<file path="config.mk">
export PLATFORM = sky130hd
export DESIGN_NAME = cnn_layer_accel_weight_sequencer
export DESIGN_NICKNAME = d
export VERILOG_FILES = /design/src/rtl/cnn_layer_accel_weight_sequencer.sv
export SDC_FILE = /design/constraint.sdc
export NUM_CORES = 1
export LEC_CHECK = 0
export BUFFER_PORTS_ARGS = -buffer_cell sky130_fd_sc_hd__buf_2
export CAP_MARGIN = 20
export CORE_MARGIN = 1.5
export CORE_UTILIZATION = 51
export CTS_CLUSTER_DIAMETER = 60
export DETAILED_ROUTE_END_ITERATION = 10
export GPL_TIMING_DRIVEN = 0
export PLACE_DENSITY = 0.8
export SETUP_SLACK_MARGIN = 0.05
export SLEW_MARGIN = 15
export SYNTH_ARGS = -nofsm -noshare
export SYNTH_HDL_FRONTEND = slang
export SYNTH_SLANG_ARGS = --single-unit
export TNS_END_PERCENT = 5
</file>
<file path="constraint.sdc">
create_clock -name clk -period 3.2 [get_ports clk]
set_input_delay 0.64 -clock clk [delete_from_list [all_inputs] [get_ports clk]]
set_output_delay 0.64 -clock clk [all_outputs]
set_load 0.005 [all_outputs]
</file>
<file path="src/rtl/cnn_layer_accel_weight_sequencer.sv">
// Weight sequence table driver: walks gray/selector/address beats for a job of
// cfg_num_iter iterations under a start/done handshake, with stall support.
module cnn_layer_accel_weight_sequencer #(
    parameter int unsigned SEQ_LEN = 5,
    parameter int unsigned ITER_W  = 16
) (
    input  logic              clk,
    input  logic              rst,
    input  logic              start,
    input  logic [ITER_W-1:0] cfg_num_iter,
    input  logic              stall,
    output logic              busy,
    output logic              done,
    output logic [1:0]        gray_code,
    output logic              sequence_selector,
    output logic [2:0]        seq_data_addr,
    output logic              seq_valid,
    output logic              wht_addr_valid
);

    localparam logic [2:0] LAST_ADDR = 3'(SEQ_LEN - 1);

    typedef enum logic [1:0] {
        S_IDLE,
        S_RUN,
        S_DRAIN,
        S_DONE
    } state_t;

    state_t              state, state_d;
    logic [ITER_W-1:0]   num_iter, num_iter_d;
    logic [ITER_W-1:0]   iter_cnt, iter_cnt_d;
    logic [1:0]          gray_d;
    logic                sel_d;
    logic [2:0]          addr_d;
    logic                busy_d, done_d, seq_valid_d;
    logic                last_beat_c;

    assign last_beat_c = !sequence_selector && (seq_data_addr == LAST_ADDR)
                         && (iter_cnt == num_iter - ITER_W'(1));

    // Next-state and next-output logic; a stalled cycle holds the pending triple.
    always_comb begin
        state_d     = state;
        num_iter_d  = num_iter;
        iter_cnt_d  = iter_cnt;
        gray_d      = gray_code;
        sel_d       = sequence_selector;
        addr_d      = seq_data_addr;
        busy_d      = busy;
        done_d      = 1'b0;
        seq_valid_d = 1'b0;
        case (state)
            S_IDLE: begin
                if (start) begin
                    num_iter_d = cfg_num_iter;
                    iter_cnt_d = '0;
                    gray_d     = 2'b00;
                    sel_d      = 1'b1;
                    addr_d     = 3'd0;
                    busy_d     = 1'b1;
                    if (cfg_num_iter != '0) begin
                        state_d     = S_RUN;
                        seq_valid_d = 1'b1;
                    end else begin
                        state_d = S_DRAIN;
                    end
                end
            end
            S_RUN: begin
                if (seq_valid && last_beat_c) begin
                    state_d = S_DRAIN;
                end else begin
                    if (seq_valid) begin
                        if (seq_data_addr != LAST_ADDR) begin
                            addr_d = seq_data_addr + 3'd1;
                        end else if (sequence_selector) begin
                            sel_d  = 1'b0;
                            addr_d = 3'd0;
                        end else begin
                            sel_d      = 1'b1;
                            addr_d     = 3'd0;
                            gray_d     = {gray_code[0], ~gray_code[1]};
                            iter_cnt_d = iter_cnt + ITER_W'(1);
                        end
                    end
                    seq_valid_d = !stall;
                end
            end
            S_DRAIN: begin
                state_d = S_DONE;
                done_d  = 1'b1;
            end
            S_DONE: begin
                state_d = S_IDLE;
                busy_d  = 1'b0;
            end
            default: state_d = S_IDLE;
        endcase
    end

    always_ff @(posedge clk) begin
        if (rst) begin
            state             <= S_IDLE;
            num_iter          <= '0;
            iter_cnt          <= '0;
            gray_code         <= 2'b00;
            sequence_selector <= 1'b1;
            seq_data_addr     <= 3'd0;
            busy              <= 1'b0;
            done              <= 1'b0;
            seq_valid         <= 1'b0;
            wht_addr_valid    <= 1'b0;
        end else begin
            state             <= state_d;
            num_iter          <= num_iter_d;
            iter_cnt          <= iter_cnt_d;
            gray_code         <= gray_d;
            sequence_selector <= sel_d;
            seq_data_addr     <= addr_d;
            busy              <= busy_d;
            done              <= done_d;
            seq_valid         <= seq_valid_d;
            wht_addr_valid    <= seq_valid;
        end
    end

endmodule

</file>
==> out/qor.yml <==
grt:
  grt_max_degree: 14
  grt_pass1_wl_um: 12200
  track_usage: 0.249
  grt_pass1_vias: 2715
  grt_overflow: 0
  antenna_found_initial: 0
logic_synthesis:
  yosysUniqueCellTypes: 59
  yosysSeqAreaShare: 0.315
  syn-num-nets: 378
  ys.flop_type: "dfxtp_1"
  synth-compound-area-share: 0.246
  yosys-mux-area-fraction: 0.00357
  synth-simple-area-share: 0.283
  synth_xor_area_frac: 0.0594
  synth_seq_cells: 44
  synth_top_family_by_area: "simple AND/OR/NAND/NOR gates"
  synth_area_um2: 2800
  synth_fa_ha_area_frac: 0.0357
  avgSynthCellArea_um2: 8.00
  yosysWarnings: 0
  synth_cells: 350
  ys_async_sr_fraction: 0
  synth_edf_count: 0
cts:
  clk_latency_ns: 0.30
  clock-sinks: 44
  htreeDepth: 2
  cts_tree: "built"
  clockBufferDepth: 2
  hold_buffers: 0
  path_clk_slew_ns: 0.09
  cts_buffers: 5
  root_buffer: "clkbuf_8"
worst_setup_path:
  end_kind: "flip-flop"
  slowest_delay_ns: 0.50
  crit_type: "reg -> reg"
  setup.worst_path.start_class: "flip-flop"
  arrival_ns: 3.25
  cp_data_required_time_ns: 3.37
  slowest_stage: "a2111o_1"
  path_cells: "buf_6 > or3_4 > or4_4 > or4_4 > a2111o_1 > or3_4 > nand4_1 > o32ai_2"
  worstPathMaxFanout: 9
layout:
  mostFrequentLayoutCells: "54 x nand2_1, 41 x dfxtp_1, 33 x buf_2, 24 x a21oi_1, 17 x o31ai_1"
  fin_area_um2: 3230
  fin_cells: 457
  fin_nets: 414
  final-seq-area_um2: 885
  final_common_cell: "nand2_1"
  fillers: 472
  area_growth_pct: 15.3
  multi_input_area_um2: 1850
  diodes: 0
  drive_above_1_share: 0.225
timing:
  slew_violations: 0
  hold_viol_final: 0
  setup_tns_ns: 0
  fin_skew_ns: 0.00858
  period_minus_slack_ns: 3.08
  relSlewSlack: 0.530
  fmax_mhz: 325
  setup_violations: 0
  setup_ws_ns: 0.124
  period_share: 0.961
  worst_pin_slew_ns: 0.706
  rsz0062_at_grt: "false"
floorplan:
  die_x_um: 77.1
  fp.dieH_um: 77.1
  io_pins: 30
  start_util: 0.538
  std_cell_rows: 26
  dieArea_um2: 5940
  core_um2: 5200
placement:
  port-buffer-count: 28
  gp_congestion: 0.901
  dp_hpwl_um: 5220
  place_area_um2: 3030
  pre_cts_ws_ns: -0.186
  placedCellCount: 448
detailed_routing:
  vias: 2797
  firstDrtPassIters: 4
  avgRoutedWirePerCell_um: 15.7
  wl_um: 7160
  vias_per_cell: 6.12
  ant_nets: 0
  drc_errors: 0
  drt_iter0_drc: 172
power:
  ir_worst_vdd_v: 0.000408
  p_leak_nw: 1.17
  powerDensity_nw_per_um2: 626
  finalPower_w: 0.00202
status:
  status: "complete, no violations"
min_path:
  hold_path.class: "reg -> reg"
run:
  maxCapViolCount: 0
[flip-flops by register name (all words and copies together) (netlist names)]
register and count:
seq_valid 1, done 1, state 2, busy 1, gray_code 2, wht_addr_valid 1
seq_data_addr 3, sequence_selector 1, num_iter 16, iter_cnt 16
[layout make-up]
cell class	count	share of cell area
Inverter	12	0.0139
Timing Repair Buffer	31	0.0496
Sequential cell	44	0.274
Clock buffer	6	0.0256
Buffer	19	0.0345
Clock inverter	2	0.00310
Tap cell	70	0.0271
Multi-Input combinational cell	273	0.572
[Yosys cell counts, types with 2 or more instances]
master | instances | share of area
o31ai_1 | 17 | 0.046
buf_2 | 6 | 0.011
o21ai_0 | 5 | 0.0089
ha_1 | 8 | 0.036
a32o_1 | 2 | 0.0071
inv_1 | 12 | 0.016
a2bb2oi_1 | 2 | 0.0063
o21bai_1 | 2 | 0.0054
or3_1 | 5 | 0.011
o2111ai_1 | 3 | 0.0094
or4b_1 | 2 | 0.0071
o22ai_1 | 4 | 0.0089
a21oi_2 | 10 | 0.031
xnor2_1 | 9 | 0.028
or2_2 | 4 | 0.0089
a21oi_1 | 24 | 0.043
nor2_1 | 16 | 0.021
nor2b_1 | 8 | 0.018
a31o_2 | 2 | 0.0063
nand4_1 | 6 | 0.013
nor4_1 | 8 | 0.018
dfxtp_1 | 44 | 0.31
clkbuf_1 | 12 | 0.016
or4_1 | 15 | 0.040
nand3_1 | 10 | 0.018
xor2_1 | 10 | 0.031
nand2_1 | 54 | 0.072
a2111oi_0 | 2 | 0.0063
and3_1 | 7 | 0.016
o211ai_1 | 2 | 0.0054
o32ai_1 | 3 | 0.0094
buf_6 | 2 | 0.0080
nor3_1 | 8 | 0.014
[metrics by stage]
step,util,hold WS (ns)
after floorplan,-,0.450
after global placement,0.582,0.456
after detailed placement,0.582,0.468
after CTS,0.607,0.480
after global routing,0.620,0.515
final,0.620,0.476
[timing repair]
action | 4_1_cts | 5_1_grt
gates cloned | 0 | 1
setup endpoints to repair | 21 | 24
pin swaps | 2 | 9
gates resized for setup | 9 | 17
setup buffers | 1 | 1
[where the power goes]
group          internal (W)  switching [W]
sequential         0.000609      0.0000755
clock              0.000173       0.000195
combinational      0.000381       0.000589
[routing by layer]
metal | share of wire | track usage | vias up
li1 | - | - | 1374
met1 | 0.46 | 0.309 | 1326
met2 | 0.48 | 0.427 | 83
met3 | 0.046 | 0.0429 | 14
met4 | 0.015 | 0.102 | 0
met5 | 0 | 0 | -
[path summary, 6_finish.rpt]
check | startpoint | endpoint | slack, ns | cells past startpoint
max | num_iter[5]$_SDFFE_PP0P_ | iter_cnt[1]$_SDFFE_PP0P_ | 0.12 | 8
min | busy$_SDFFE_PP0P_ | busy$_SDFFE_PP0P_ | 0.48 | 2
max reg2reg | num_iter[5]$_SDFFE_PP0P_ | iter_cnt[1]$_SDFFE_PP0P_ | 0.12 | 8
min reg2reg | busy$_SDFFE_PP0P_ | busy$_SDFFE_PP0P_ | 0.48 | 2
[logic make-up after synthesis]
kind of cell | count (synthesis)
and+or+nand+nor | 150
AOI/OAI and AO/OA | 95
DFF | 44
buffers and inverters | 33
xor gates and xnor gates | 19
adders and majority gates | 8
muxes | 1
[worst max-delay path: cells and delay by family (launching register included)]
family          cells  cell delay, ns
buf+inv             1            0.13
flops               1            0.32
simple gates        5            1.90
compound gates      2            0.60
Note: power is estimated with default switching activity, not from simulation.
